$ cat config.mk
export PLATFORM = sky130hd
export DESIGN_NAME = clk125_to_10_flat
export DESIGN_NICKNAME = d
export VERILOG_FILES = /design/src/rtl/clk125_to_10_pkg.sv /design/src/rtl/clk125_to_10_if.sv /design/src/rtl/clk125_to_10_frac_acc.sv /design/src/rtl/clk125_to_10.sv /design/src/flat_wrapper.sv
export SDC_FILE = /design/constraint.sdc
export NUM_CORES = 1
export LEC_CHECK = 0
export ABC_AREA = 0
export CORE_AREA = 2 2 39 41
export CTS_CLUSTER_DIAMETER = 150
export DETAILED_ROUTE_END_ITERATION = 8
export DIE_AREA = 0 0 41 43
export HOLD_SLACK_MARGIN = 0.02
export SKIP_LAST_GASP = 1
export SLEW_MARGIN = 20
export SYNTH_ARGS = -nofsm -noshare
export SYNTH_HDL_FRONTEND = slang
export SYNTH_SLANG_ARGS = --single-unit
$ cat constraint.sdc
create_clock -name clk -period 2 [get_ports clk]
set_input_delay 0.4 -clock clk [delete_from_list [all_inputs] [get_ports clk]]
set_output_delay 0.4 -clock clk [all_outputs]
set_load 0.02 [all_outputs]
$ cat src/rtl/clk125_to_10_pkg.sv
// Shared constants and helpers for the 125 MHz -> 10 MHz fractional divider.
package clk_div_pkg;

    localparam int CLK_IN_HZ = 125_000_000;
    localparam int CLK10_HZ  = 10_000_000;
    localparam int DEF_DIV_N = 25;
    localparam int DEF_DIV_M = 2;

    // Accumulator width able to hold any residue below n plus one guard bit.
    function automatic int acc_width(input int n);
        return $clog2(n) + 1;
    endfunction

endpackage

$ cat src/rtl/clk125_to_10_if.sv
// Divided-clock output bundle; clk10_stb exists only when CLK10_STROBE_EN is defined.
interface clk125_to_10_if;

    logic clk10;
`ifdef CLK10_STROBE_EN
    logic clk10_stb;
`endif

`ifdef CLK10_STROBE_EN
    modport master (output clk10, output clk10_stb);
    modport slave  (input  clk10, input  clk10_stb);
`else
    modport master (output clk10);
    modport slave  (input  clk10);
`endif

endinterface

$ cat src/rtl/clk125_to_10_frac_acc.sv
// Modulo-MOD phase accumulator advancing by STEP; wrap_o flags that the next edge wraps.
module frac_acc
    import clk_div_pkg::*;
#(
    parameter int STEP = 2 * DEF_DIV_M,
    parameter int MOD  = DEF_DIV_N
) (
    input  logic clk,
    input  logic rst,
    output logic wrap_o
);

    localparam int ACC_W = acc_width(MOD);

    logic [ACC_W-1:0] acc_q, acc_d;
    logic [ACC_W:0]   sum;
    logic [ACC_W:0]   diff;

    // Sum carries one extra bit so acc + STEP never overflows before the compare.
    always_comb begin
        sum    = {1'b0, acc_q} + (ACC_W+1)'(STEP);
        diff   = sum - (ACC_W+1)'(MOD);
        wrap_o = (sum >= (ACC_W+1)'(MOD));
        acc_d  = wrap_o ? diff[ACC_W-1:0] : sum[ACC_W-1:0];
    end

    always_ff @(posedge clk or negedge rst) begin
        if (!rst) begin
            acc_q <= '0;
        end else begin
            acc_q <= acc_d;
        end
    end

endmodule

$ cat src/rtl/clk125_to_10.sv
// Fractional clock divider producing DIV_M clk10 periods per DIV_N input cycles.
// Define CLK10_STROBE_EN to add clk10_stb, a one-cycle pulse after each clk10 rise.
module clk125_to_10
    import clk_div_pkg::*;
#(
    parameter int DIV_N = DEF_DIV_N,
    parameter int DIV_M = DEF_DIV_M
) (
    input  logic           clk,
    input  logic           rst,
    clk125_to_10_if.master bus
);

    generate
        if (DIV_M == 0 || DIV_N < 4 * DIV_M) begin : g_bad_ratio
            $error("clk125_to_10: need DIV_M > 0 and DIV_N >= 4*DIV_M");
        end
    endgenerate

    logic wrap;
    logic clk10_q, clk10_d;

    frac_acc #(
        .STEP (2 * DIV_M),
        .MOD  (DIV_N)
    ) u_acc (
        .clk    (clk),
        .rst    (rst),
        .wrap_o (wrap)
    );

    always_comb begin
        clk10_d = clk10_q ^ wrap;
    end

    always_ff @(posedge clk or negedge rst) begin
        if (!rst) begin
            clk10_q <= 1'b0;
        end else begin
            clk10_q <= clk10_d;
        end
    end

    assign bus.clk10 = clk10_q;

`ifdef CLK10_STROBE_EN
    logic stb_q, stb_d;

    // Pulse on the same edge that clk10 goes 0->1, so it is high for that cycle.
    always_comb begin
        stb_d = wrap & ~clk10_q;
    end

    always_ff @(posedge clk or negedge rst) begin
        if (!rst) begin
            stb_q <= 1'b0;
        end else begin
            stb_q <= stb_d;
        end
    end

    assign bus.clk10_stb = stb_q;
`endif

endmodule

$ cat src/flat_wrapper.sv
// flat-port wrapper written by rule: the top's interface ports become plain ports
module clk125_to_10_flat import clk_div_pkg::*;
#(
    parameter int DIV_N = DEF_DIV_N,
    parameter int DIV_M = DEF_DIV_M
)
  (clk, rst, bus_clk10);
  clk125_to_10_if bus_i ();
  input  logic clk;
  input  logic rst;
  output wire logic [$bits(bus_i.clk10)-1:0] bus_clk10;
  assign bus_clk10 = bus_i.clk10;
  clk125_to_10 #(.DIV_N(DIV_N), .DIV_M(DIV_M)) u_core (.clk(clk), .rst(rst), .bus(bus_i));
endmodule
# [Word level (Yosys, flattened, before mapping)]
# Index checks and enable logic that the tools add are counted.
[word_totals] regBits=7 inputBits=2 output_inout_bits=1 wordCells=7
[classes] add_sub_neg=2 magnitude_cmp=1 n_mux=1 n_bitwise=1
[ops] operator="$add 6x3->7 const B" count=1
[ops] operator="$ge 7x5->1 const B" count=1
[ops] operator="$mux 6" count=1
[ops] operator="$sub 6x5->6 const B" count=1
[ops] operator="$xor 1x1->1" count=1

# [Logic depth before layout (Yosys ltp)]
# Gate-level depths: netlist (run 1).
[depth] word_depth=3 ltp_mapped=6 mapped_depth_nobuf=6

# [By module]
# Synthesis (run 1) repeated with hierarchy kept, for this count alone.
[hier_totals] cells_unflattened=44 area_unflattened_um2=476.7
[by_module_without_submodules] mod="frac_acc" n_inst=1 cells_each=42 area_each_um2=442.9 seq_area_each_um2=150.1
[by_module_without_submodules] mod="clk125_to_10" n_inst=1 cells_each=2 area_each_um2=33.8 seq_area_each_um2=25.0

# [Worst setup path after synthesis (run 1)]
# Ideal clock, no wire load.
[synth_timing] path_type="reg-to-reg" start="reg u_core.u_acc.acc_q[2]" end="reg u_core.u_acc.acc_q[4]" setup_ps=137 t_arrival_ps=1480 required_ps=1863 path_slack_ps=383 path_stages_with_launch=6 n_path_buf=0 synth_period_minus_slack_ps=1617 cell_sequence="dfrtp_1 -> ha_1 -> nand3b_1 -> a31oi_1 -> o32ai_1 -> xor2_1"
[synth_between] elab_chain_cells=3 elab_cells_between_ends=4 cone_classes="2 x add/sub; 1 x order compare; 1 x mux"
[synth_rtl] item="start: declaration" line_no="clk125_to_10_frac_acc.sv:15" text="logic [ACC_W-1:0] acc_q, acc_d;"
[synth_rtl] item="start signal: assignment" line_no="clk125_to_10_frac_acc.sv:29" text="acc_q <= '0;"
[synth_rtl] item="start signal: assignment" line_no="clk125_to_10_frac_acc.sv:31" text="acc_q <= acc_d;"
[synth_rtl] item="$add 6x3->7 (*)" line_no="clk125_to_10_frac_acc.sv:21" text="sum = {1'b0, acc_q} + (ACC_W+1)'(STEP);"
[synth_rtl] item="$sub 6x5->6 / $ge 7x5->1 (equally long branches)" line_no="clk125_to_10_frac_acc.sv:22, clk125_to_10_frac_acc.sv:23"
[synth_rtl] item="$mux 6 (*)" line_no="clk125_to_10_frac_acc.sv:24" text="acc_d = wrap_o ? diff[ACC_W-1:0] : sum[ACC_W-1:0];"
[synth_rtl] item="net u_core.u_acc.acc_d[4]" line_no="clk125_to_10_frac_acc.sv:15"
# Mark *: on every way through the listed nets, which the timed path passes. The rest lies on a longest branch.

# [Worst setup path in the final report (run 1)]
# Same ends and word-level chain as after synthesis.

==> run metrics, run 1 <==
DP HPWL=548.3 µm; via count=287; Clock Sinks=7; PostCTS Resize Cnt=0; TritonCTS Buffers=3; Syn. warnings=0; min-delay worst type=in2async; Post-synth top cells=dfrtp_1 (7), ha_1 (5), inv_1 (4), xnor2_1 (4), a31oi_1 (2); Vias/cell=~4.6; Required @ worst endpoint=about 2.1 ns; Startpoint Class=flip-flop; CP endpoint kind=flip-flop; Total Wirelength=732 µm; row count=14; register bit total from synthesis=7; end-of-flow core utilization=a little under two fifths; RePlAce Congestion=0.7314; Slew @ Worst Pin=0.4283 ns; number of synthesized flops with an enable pin=0; IO buf count=2; r2r startpoint=u_core.u_acc.acc_q[2]; root buf cell=clkbuf_4; outcome=finished clean; Worst path slowest cell=dfrtp_1; nets@finish=54; FFs w/ async S/R, synth=100.0%; Final Max Tran Viols=0; die height=43 µm; Worst R2R Setup Slack=0.29 ns; relative slew slack=71.29%; Hold-fix buffers, CTS=0; maximum VDD drop=roughly 0.31 mV; antenna violations before repair=0; Synth cell types=22; number of remaining DRC errors=0; Finish-stage setup viols=0; r2r endpoint=u_core.u_acc.acc_q[4]; Top delay family on crit path=flip-flops; vias in the first global route=a little over 300; Fin. Hold Viols=0; Tot GR Track Use=10.81%; Pwr per Cell Area=521.1 nW/µm²; CTS clk-pin slew, worst paths=0.05 ns; clk buf depth=2; post-layout instance area=525.5 µm²; Routed met2 length=352 µm; routed wire length per instance=between 10 and 15 µm; largest net degree at the start of global routing=8; DR top layer=met3; CTS tree=yes; Worst R2R Path Depth=5; synthesized area=451.7 µm²; Initial Util=32.64%; Min Clock Period, post-route=1.713 ns; area leader, netlist=dfrtp_1; Leakage=0.2405 nW; sequential element share of the synthesized area=38.78%; I/O pin total=3; grt ovf=0; post-synthesis net count=46; Fin Hold WS=around 0.42 ns; Worst Clk Skew=0.0002525 ns; Sum Neg Setup Slack=0 ns; DIE AREA=about 1800 µm²; Antenna Nets Post-Route=0; RSZ-0062 raised after global routing=false; Die W=between 40 and 50 µm; Max Fclk=0.5839 GHz; most common cell in the netlist=dfrtp_1; drt first pass iters=2; first-pass GRT wire length=1.242 mm; 1st-iter DRT viols=4; Area growth, synth to finish=16.34%; WP buf/inv=0; Placed Instances=slightly below 60; Area contributors post-synth=dfrtp_1 (39%), ha_1 (14%), xnor2_1 (7.8%); met1 wire length=roughly 350 µm; share of layout cells above drive strength 1=21.74%; Max-Cap Viols=0; crit path cell chain=ha_1, xnor2_1, nor3_2, o32ai_1, xor2_1; Post-CTS Setup Repair Bufs=0; Clk Latency, worst-skew pair=around 0.25 ns; Arr. time, crit path=1.83 ns; final std cells w/o fill=62; Core ar.=~1400 µm²; Synth Flop Type=dfrtp_1; # diodes=0; critical path class=reg2reg; Cells after Synth=39; WL met3=34 µm; critical path peak fanout=5; synthesized area per cell=11.58 µm²; top cell type's share of synthesized area=about 39%; CP max stage delay=0.41 ns; period utilization=85.63%; CTS H-tree depth=1; DP Area=approximately 500 µm²
-- cells in the final DEF (no fill, tap or decap), drive strengths merged --
cell type      Yosys  final
o31ai              1      1
xor2               1      1
o32ai              1      1
o21bai             1      1
nand3b             1      1
mux2i              1      1
clkbuf             0      4
clkdlybuf4s50      0      2
buf                0      1
a31oi              2      2
nor2b              1      1
or2                1      1
a2bb2oi            1      1
nor3               2      2
a21o               1      1
xnor2              5      5
ha                 5      5
dfrtp              7      7
inv                4      4
nand2              1      1
nand3              1      1
nor3b              2      2
-- stage by stage --
step	worst slack (ns)	power (mW)
after floorplan	0.3834	0.1443
after global placement	0.3276	0.1489
after detailed placement	0.3026	0.1490
after CTS	0.2926	0.2771
after global routing	0.1689	0.2883
final	0.2875	0.2738
-- area by class of cell --
type,count,area (µm²)
clock buffer,4,26.28
fill,146,858.3
inverter,4,15.01
multi-input combinational,28,261.5
sequential,7,175.2
tap,16,20.02
timing repair buffer,3,27.53
-- where the power goes --
part           leakage [nW]  internal, mW  switching (mW)
combinational         0.146       0.00173         0.00282
clock                0.0150        0.0761          0.0513
sequential           0.0790         0.142               0
total                 0.240         0.220          0.0541
-- registers in the layout (all words and copies together) (netlist names) --
register	flops
u_core.bus.clk10	1
u_core.u_acc.acc_q	6
-- worst max path at each step --
stage	slack, ns	endpoint	cells past startpoint	from
after floorplan	0.38	u_core.u_acc.acc_q[4]	5	u_core.u_acc.acc_q[2]
after global routing	0.17	u_core.u_acc.acc_q[2]	5	u_core.u_acc.acc_q[2]
after detailed placement	0.30	u_core.u_acc.acc_q[4]	5	u_core.u_acc.acc_q[2]
after CTS	0.29	u_core.u_acc.acc_q[4]	5	u_core.u_acc.acc_q[2]
final	0.29	u_core.u_acc.acc_q[4]	5	u_core.u_acc.acc_q[2]
after global placement	0.33	u_core.u_acc.acc_q[4]	5	u_core.u_acc.acc_q[2]
-- layer usage --
metal  global-route usage, %  vias to the layer above
met4                   4.000                        0
met3                   4.712                        0
met2                   15.31                        6
met5                       0                        -
li1                        -                      150
met1                   14.19                      131
-- kinds of logic (layout without fill, tap and decap cells) --
logic type	count (synthesis)	after routing	synth area share (%)
AOI/OAI and AO/OA	7	7	11.91
xor gates and xnor gates	6	6	13.30
adders and majority gates	5	5	13.85
buffers and inverters	4	11	3.323
DFF	7	7	38.78
muxes	1	1	2.216
and+or+nand+nor	9	9	16.62
(Power assumes the default switching activity.)
==> run 2: changes to the inputs <==
--- a/config.mk
+++ b/config.mk
@@ -12,7 +12,7 @@
 export DIE_AREA = 0 0 41 43
 export HOLD_SLACK_MARGIN = 0.02
 export SKIP_LAST_GASP = 1
-export SLEW_MARGIN = 20
+export SLEW_MARGIN = 25
 export SYNTH_ARGS = -nofsm -noshare
 export SYNTH_HDL_FRONTEND = slang
 export SYNTH_SLANG_ARGS = --single-unit
==> results of run 2 <==
The final DEF is identical to that of run 1; final timing and power are the same.
